### config.mk
export PLATFORM = sky130hd
export DESIGN_NAME = seg_scan_ctrl_flat
export DESIGN_NICKNAME = d
export VERILOG_FILES = /design/src/rtl/rtc_pkg.sv /design/src/rtl/seg_scan_ctrl_if.sv /design/src/rtl/scan_slot_timer.sv /design/src/rtl/seg_scan_ctrl.sv /design/src/flat_wrapper.sv
export SDC_FILE = /design/constraint.sdc
export NUM_CORES = 1
export LEC_CHECK = 0
export ABC_AREA = 1
export BUFFER_PORTS_ARGS = -buffer_cell sky130_fd_sc_hd__buf_2
export CAP_MARGIN = 20
export CELL_PAD_IN_SITES_DETAIL_PLACEMENT = 0
export CELL_PAD_IN_SITES_GLOBAL_PLACEMENT = 1
export CORE_UTILIZATION = 46
export DETAILED_ROUTE_END_ITERATION = 8
export HOLD_SLACK_MARGIN = 0.1
export PLACE_DENSITY = 0.88
export SYNTH_ARGS = -nofsm -noshare
export SYNTH_HDL_FRONTEND = slang
export SYNTH_SLANG_ARGS = --single-unit
### constraint.sdc
create_clock -name clk -period 3.3 [get_ports clk]
set_input_delay 0.33 -clock clk [delete_from_list [all_inputs] [get_ports clk]]
set_output_delay 0.33 -clock clk [all_outputs]
set_load 0.01 [all_outputs]
### src/rtl/rtc_pkg.sv
// Shared constants and types for the multiplexed HH:MM:SS display path.
package rtc_pkg;

  localparam int NUM_DIGITS = 6;
  localparam int SEG_W      = 7;

  typedef logic [SEG_W-1:0] seg_t;

  localparam seg_t                  SEG_OFF = 7'h7F;
  localparam logic [NUM_DIGITS-1:0] AN_OFF  = 6'h3F;

  typedef enum logic [1:0] {IDLE, ON, GUARD} scan_state_t;

  // Active-low one-hot anode pattern for the given digit index.
  function automatic logic [NUM_DIGITS-1:0] an_sel(input logic [2:0] idx);
    logic [NUM_DIGITS-1:0] one;
    one = NUM_DIGITS'(1);
    return ~(one << idx);
  endfunction

endpackage

### src/rtl/seg_scan_ctrl_if.sv
// Display-side bundle between the digit decoders and the scan scheduler.
// The bright signal exists only when RTC_SCAN_DIM_EN is defined.
interface seg_scan_ctrl_if;
  import rtc_pkg::*;

  logic                    en;
  seg_t [NUM_DIGITS-1:0]   digit_seg;
  logic [NUM_DIGITS-1:0]   blink_mask;
`ifdef RTC_SCAN_DIM_EN
  logic [2:0]              bright;
`endif
  seg_t                    seg_o;
  logic [NUM_DIGITS-1:0]   an_o;
  logic                    frame_done;

`ifdef RTC_SCAN_DIM_EN
  modport master (output en, digit_seg, blink_mask, bright,
                  input  seg_o, an_o, frame_done);
  modport slave  (input  en, digit_seg, blink_mask, bright,
                  output seg_o, an_o, frame_done);
`else
  modport master (output en, digit_seg, blink_mask,
                  input  seg_o, an_o, frame_done);
  modport slave  (input  en, digit_seg, blink_mask,
                  output seg_o, an_o, frame_done);
`endif

endinterface

### src/rtl/scan_slot_timer.sv
// Loadable down-counter timing the ON and GUARD slots; done flags the last cycle of a slot.
module scan_slot_timer #(
  parameter int CNT_W = 16
) (
  input  logic             clk,
  input  logic             rst,
  input  logic             run,
  input  logic             load,
  input  logic [CNT_W-1:0] load_val,
  output logic [CNT_W-1:0] cnt,
  output logic             done
);

  logic [CNT_W-1:0] cnt_nxt;

  always_comb begin
    cnt_nxt = cnt;
    if (load)
      cnt_nxt = load_val;
    else if (run && (cnt != '0))
      cnt_nxt = cnt - 1'b1;
  end

  always_ff @(posedge clk or negedge rst) begin
    if (!rst) cnt <= '0;
    else      cnt <= cnt_nxt;
  end

  assign done = run && (cnt == '0);

endmodule

### src/rtl/seg_scan_ctrl.sv
// Six-digit 7-segment scan scheduler with guard gaps, frame snapshots and blink.
// Define RTC_SCAN_DIM_EN to add the bright input and per-slot dimming.
module seg_scan_ctrl
  import rtc_pkg::*;
#(
  parameter int DWELL_CYC    = 50000,
  parameter int GUARD_CYC    = 500,
  parameter int BLINK_FRAMES = 83
) (
  input  logic            clk,
  input  logic            rst,
  seg_scan_ctrl_if.slave  bus
);

  localparam int MAX_CYC = (DWELL_CYC > GUARD_CYC) ? DWELL_CYC : GUARD_CYC;
  localparam int TMR_W   = $clog2(MAX_CYC);
  localparam int FCNT_W  = (BLINK_FRAMES > 1) ? $clog2(BLINK_FRAMES) : 1;

  localparam logic [TMR_W-1:0]  DWELL_LD  = TMR_W'(DWELL_CYC - 1);
  localparam logic [TMR_W-1:0]  GUARD_LD  = TMR_W'(GUARD_CYC - 1);
  localparam logic [FCNT_W-1:0] FCNT_LAST = FCNT_W'(BLINK_FRAMES - 1);
  localparam logic [2:0]        LAST_IDX  = 3'(NUM_DIGITS - 1);

  localparam logic [1:0] ST_IDLE  = 2'(IDLE);
  localparam logic [1:0] ST_ON    = 2'(ON);
  localparam logic [1:0] ST_GUARD = 2'(GUARD);

  logic [1:0]             state, state_nxt;
  logic [2:0]             idx, idx_nxt;
  seg_t [NUM_DIGITS-1:0]  snap, snap_nxt;
  logic                   blink_phase, phase_nxt;
  logic [FCNT_W-1:0]      frame_cnt, fcnt_nxt;
  logic [2:0]             bright_nxt;
`ifdef RTC_SCAN_DIM_EN
  logic [2:0]             snap_bright;
`endif

  seg_t                   seg_q, seg_nxt;
  logic [NUM_DIGITS-1:0]  an_q, an_nxt;
  logic                   fd_q, fd_nxt;

  logic                   tmr_load, tmr_done;
  logic [TMR_W-1:0]       tmr_val, tmr_cnt, elapsed_nxt;
  logic [31:0]            dim_lim;
  logic                   lit;

  scan_slot_timer #(.CNT_W(TMR_W)) u_timer (
    .clk      (clk),
    .rst      (rst),
    .run      (state != ST_IDLE),
    .load     (tmr_load),
    .load_val (tmr_val),
    .cnt      (tmr_cnt),
    .done     (tmr_done)
  );

  // Next-state decode; enable loss overrides every state.
  always_comb begin
    state_nxt = state;
    idx_nxt   = idx;
    snap_nxt  = snap;
    phase_nxt = blink_phase;
    fcnt_nxt  = frame_cnt;
    fd_nxt    = 1'b0;
    tmr_load  = 1'b0;
    tmr_val   = DWELL_LD;
`ifdef RTC_SCAN_DIM_EN
    bright_nxt = snap_bright;
`else
    bright_nxt = 3'd7;
`endif
    if (!bus.en) begin
      state_nxt = ST_IDLE;
      idx_nxt   = '0;
    end else begin
      case (state)
        ST_IDLE: begin
          state_nxt = ST_ON;
          idx_nxt   = '0;
          snap_nxt  = bus.digit_seg;
`ifdef RTC_SCAN_DIM_EN
          bright_nxt = bus.bright;
`endif
          tmr_load  = 1'b1;
        end
        ST_ON: begin
          if (tmr_done) begin
            state_nxt = ST_GUARD;
            tmr_load  = 1'b1;
            tmr_val   = GUARD_LD;
          end
        end
        ST_GUARD: begin
          if (tmr_done) begin
            state_nxt = ST_ON;
            tmr_load  = 1'b1;
            if (idx != LAST_IDX) begin
              idx_nxt = idx + 1'b1;
            end else begin
              idx_nxt  = '0;
              snap_nxt = bus.digit_seg;
`ifdef RTC_SCAN_DIM_EN
              bright_nxt = bus.bright;
`endif
              fd_nxt   = 1'b1;
              if (frame_cnt == FCNT_LAST) begin
                fcnt_nxt  = '0;
                phase_nxt = ~blink_phase;
              end else begin
                fcnt_nxt  = frame_cnt + 1'b1;
              end
            end
          end
        end
        default: begin
          state_nxt = ST_IDLE;
          idx_nxt   = '0;
        end
      endcase
    end
  end

  // Outputs are decoded from next-state values so the registered pins line up with the state.
  always_comb begin
    elapsed_nxt = tmr_load ? '0 : (DWELL_LD - tmr_cnt + 1'b1);
    dim_lim     = ((32'(bright_nxt) + 32'd1) * 32'(DWELL_CYC)) >> 3;
    lit         = (state_nxt == ST_ON) && !(bus.blink_mask[idx_nxt] && phase_nxt)
                  && (32'(elapsed_nxt) < dim_lim);
    seg_nxt     = lit ? ~snap_nxt[idx_nxt] : SEG_OFF;
    an_nxt      = lit ? an_sel(idx_nxt) : AN_OFF;
  end

  always_ff @(posedge clk or negedge rst) begin
    if (!rst) begin
      state       <= ST_IDLE;
      idx         <= '0;
      snap        <= '0;
      blink_phase <= 1'b0;
      frame_cnt   <= '0;
      seg_q       <= SEG_OFF;
      an_q        <= AN_OFF;
      fd_q        <= 1'b0;
`ifdef RTC_SCAN_DIM_EN
      snap_bright <= '0;
`endif
    end else begin
      state       <= state_nxt;
      idx         <= idx_nxt;
      snap        <= snap_nxt;
      blink_phase <= phase_nxt;
      frame_cnt   <= fcnt_nxt;
      seg_q       <= seg_nxt;
      an_q        <= an_nxt;
      fd_q        <= fd_nxt;
`ifdef RTC_SCAN_DIM_EN
      snap_bright <= bright_nxt;
`endif
    end
  end

  assign bus.seg_o      = seg_q;
  assign bus.an_o       = an_q;
  assign bus.frame_done = fd_q;

endmodule

### src/flat_wrapper.sv
// flat-port wrapper written by rule: the top's interface ports become plain ports
module seg_scan_ctrl_flat import rtc_pkg::*;
#(
  parameter int DWELL_CYC    = 50000,
  parameter int GUARD_CYC    = 500,
  parameter int BLINK_FRAMES = 83
)
  (clk, rst, bus_en, bus_digit_seg, bus_blink_mask, bus_seg_o, bus_an_o, bus_frame_done);
  seg_scan_ctrl_if bus_i ();
  input  logic clk;
  input  logic rst;
  input wire logic [$bits(bus_i.en)-1:0] bus_en;
  input wire logic [$bits(bus_i.digit_seg)-1:0] bus_digit_seg;
  input wire logic [$bits(bus_i.blink_mask)-1:0] bus_blink_mask;
  output wire logic [$bits(bus_i.seg_o)-1:0] bus_seg_o;
  output wire logic [$bits(bus_i.an_o)-1:0] bus_an_o;
  output wire logic [$bits(bus_i.frame_done)-1:0] bus_frame_done;
  assign bus_i.en = bus_en;
  assign bus_i.digit_seg = bus_digit_seg;
  assign bus_i.blink_mask = bus_blink_mask;
  assign bus_seg_o = bus_i.seg_o;
  assign bus_an_o = bus_i.an_o;
  assign bus_frame_done = bus_i.frame_done;
  seg_scan_ctrl #(.DWELL_CYC(DWELL_CYC), .GUARD_CYC(GUARD_CYC), .BLINK_FRAMES(BLINK_FRAMES)) u_core (.clk(clk), .rst(rst), .bus(bus_i));
endmodule
==> metrics.csv <==
metric,value,unit
status,"finished, final reports clean",
final WL,17.5,mm
fin nets,1055,
Max-Cap Viols,0,
initial DRC count,502,
Sequential Power Share,41.0,%
Max-slew headroom,59.2,%
clock root cell,clkbuf_16,
via count,6127,
clk slew on worst S/H paths,70,ps
DRT antenna net count,0,
total iterations of the first detailed-routing run,5,
area grow syn2layout,13.0,%
Pins Over Slew Limit,0,
fin crit share,84.1,%
Register Area,2140,µm²
area of the multi-input gates,3480,µm²
DR vias/cell,5.20,
CP peak stage delay,480,ps
"commonest non-fill, non-tap cell in the layout",nand2_1,
"Hold Vio Cnt, Final",0,
I/O pin count,65,
clock buffer depth,2,
total nets after synthesis,1010,
Leakage,3.71,nW
top_reg_cell synth,dfrtp_1,
Die X,118,µm
Net Sw Frac,30.2,%
die height,118,µm
Mapped Cells,952,
Starting Density,47.1,%
GRT overflow,0,
All-Layer GR Usage,25.8,%
clock skew,9.27,ps
"Avg Cell Area, Syn",6.52,µm²
most frequent cells in the layout,"nand2_1 (336), inv_1 (86), nor2_1 (72), dfrtp_1 (72), nand3_1 (69)",
final period demand of the worst path,2780,ps
htree depth,3,
TritonCTS clock tree,yes,
sequential share of the synthesized area,34.5,%
CP Max Fanout,27,
CTS sink cnt,85,
Slew @ Worst Pin,605,ps
Synth cell types,42,
Comb power frac,21.3,%
filler instances,1335,
Worst IR Drop VDD,0.257,mV
"Async S/R FF share, synth",100,%
Bufs and invs on worst path,0,
power share of the clock group,37.7,%
final setup vio count,0,
Ys Warns,0,
Mapped Area,6210,µm²
I/O Buffers,64,
CP startpoint kind,flop,
first-pass GRT wire length,28.5,mm
crit-path cells,nor2_4 -> nand2_2 -> nor2_8 -> nand4_1 -> a21oi_1 -> nand2_1 -> nand2_1 -> nand3_1 -> nand3_1 -> nand2_1 -> nand2_2 -> nand3_1,
routed length per instance,14.8,µm
clk_lat worst skew,350,ps
worst hold path class,in2reg,
total CTS buffers,9,
RSZ-0062 raised after global routing,false,
Die ar.,14000,µm²
FF-to-FF setup slack,520,ps
layout cells sized above 1,16.9,%
largest net degree at the start of global routing,86,
Overall Power,3.02,mW
core area,13200,µm²
Crit. End Element,flop,
postcts setup bufs,0,
NetSw,0.911,mW
Rows,42,
WS Path Type,reg2reg,
#FFs+latches synth,85,
"EDFF count, synth",0,
post-route DRC violation count,0,
vias in the first global route,5554,
Max Fclk,360,MHz
cell area power density,430,nW/µm²
Crit path max-delay family,simple AND/OR/NAND/NOR gates,
slowest CP cell,dfrtp_1,
initial antenna violation count,0,
Worst Path Required,3560,ps
setup TNS,0,ps
Antenna Cells,0,
Int Pwr,2.11,mW
"Arr. time, crit path",3040,ps
post-DP HPWL,11.9,mm
Placer Congestion,0.864,
-- per-stage QoR --
stage	area [µm²]	cells	worst slack (ps)	hold slack, ps	utilization, %
finish	7010	1178	523	341	53.2
global route	7010	1178	206	374	53.2
CTS	7010	1178	540	329	53.2
detailed placement	6680	1161	570	416	50.6
global placement	6680	1161	642	411	50.6
floorplan	6210	952	1160	34.4	-
-- worst min-delay path, stage by stage --
cell and delay, ps:
buf_2 100, a21oi_1 60, nand2_1 60, nand2_1 60
inv_1 50
-- repair_timing --
item / in CTS / in global routing
hold buffers: 1 / 0
resized for setup: 0 / 0
hold endpoints to repair: 72 / 0
-- power by group through the flow --
stage	logic [mW]	registers [mW]	clock network, mW
4_1_cts	0.645	1.24	1.15
5_1_grt	0.739	1.25	1.19
2_1_floorplan	0.438	1.24	0
3_3_place_gp	0.641	1.25	0
3_5_place_dp	0.641	1.25	0
6_report	0.643	1.24	1.14
-- final cells by class --
cell class / count / area share (%)
multi-input combinational: 722 / 49.6
clock inverter: 4 / 0.999
sequential: 85 / 30.6
tap: 176 / 3.14
inverter: 94 / 5.03
clock buffer: 12 / 3.66
timing repair buffer: 85 / 7.06
-- per-layer routing --
metal	routed length (µm)	GRT usage, %	up-vias
met2	7900	40.2	167
met3	905	3.76	18
met4	297	8.49	0
li1	-	-	3163
met5	0	0	-
met1	8370	36.8	2779
-- synthesized netlist by cell type, drive strengths merged, types with 7 or more instances --
| cell type | instances | share of area (%) |
|---|---|---|
| nor3 | 7 | 0.56 |
| buf | 24 | 2.2 |
| nor2 | 82 | 6.1 |
| nand2 | 343 | 21 |
| or2 | 21 | 2.1 |
| xor2 | 10 | 1.5 |
| nand3 | 70 | 5.7 |
| inv | 93 | 5.6 |
| dfstp | 13 | 5.5 |
| clkbuf | 27 | 1.6 |
| nand4 | 49 | 5.2 |
| o21ai | 46 | 3.7 |
| ha | 7 | 1.4 |
| dfrtp | 72 | 29 |
| a21oi | 68 | 6.0 |
-- cells by family (layout without fill, tap and decap cells) --
| kind of cell | count (synthesis) | after routing | synth area share (%) |
|---|---|---|---|
| and+or+nand+nor | 579 | 579 | 41.7 |
| AOI/OAI and AO/OA | 126 | 126 | 11.3 |
| adders and majority gates | 7 | 7 | 1.41 |
| buffers and inverters | 145 | 195 | 9.55 |
| DFF | 85 | 85 | 34.5 |
| xor gates and xnor gates | 10 | 10 | 1.53 |
-- state kept, by name (all words and copies together), names as in the netlist --
signal and cells:
u_core.snap 42, u_core.u_timer.cnt 16, u_core.bus.seg_o 7, u_core.frame_cnt 7
u_core.bus.an_o 6, u_core.idx 3, u_core.state 2, u_core.blink_phase 1
u_core.bus.frame_done 1
-- worst paths after layout --
check | cells past startpoint | to | start
min in group asynchronous | 3 | u_core.bus.frame_done | rst
max | 12 | u_core.bus.an_o[1] | u_core.u_timer.cnt[10]
min | 5 | u_core.snap[0] | bus_digit_seg[0]
min reg2reg | 1 | u_core.frame_cnt[6] | u_core.frame_cnt[6]
max in group asynchronous | 3 | u_core.bus.an_o[0] | rst
max reg2reg | 12 | u_core.bus.an_o[1] | u_core.u_timer.cnt[10]
Power figures use the tool's default switching activity.
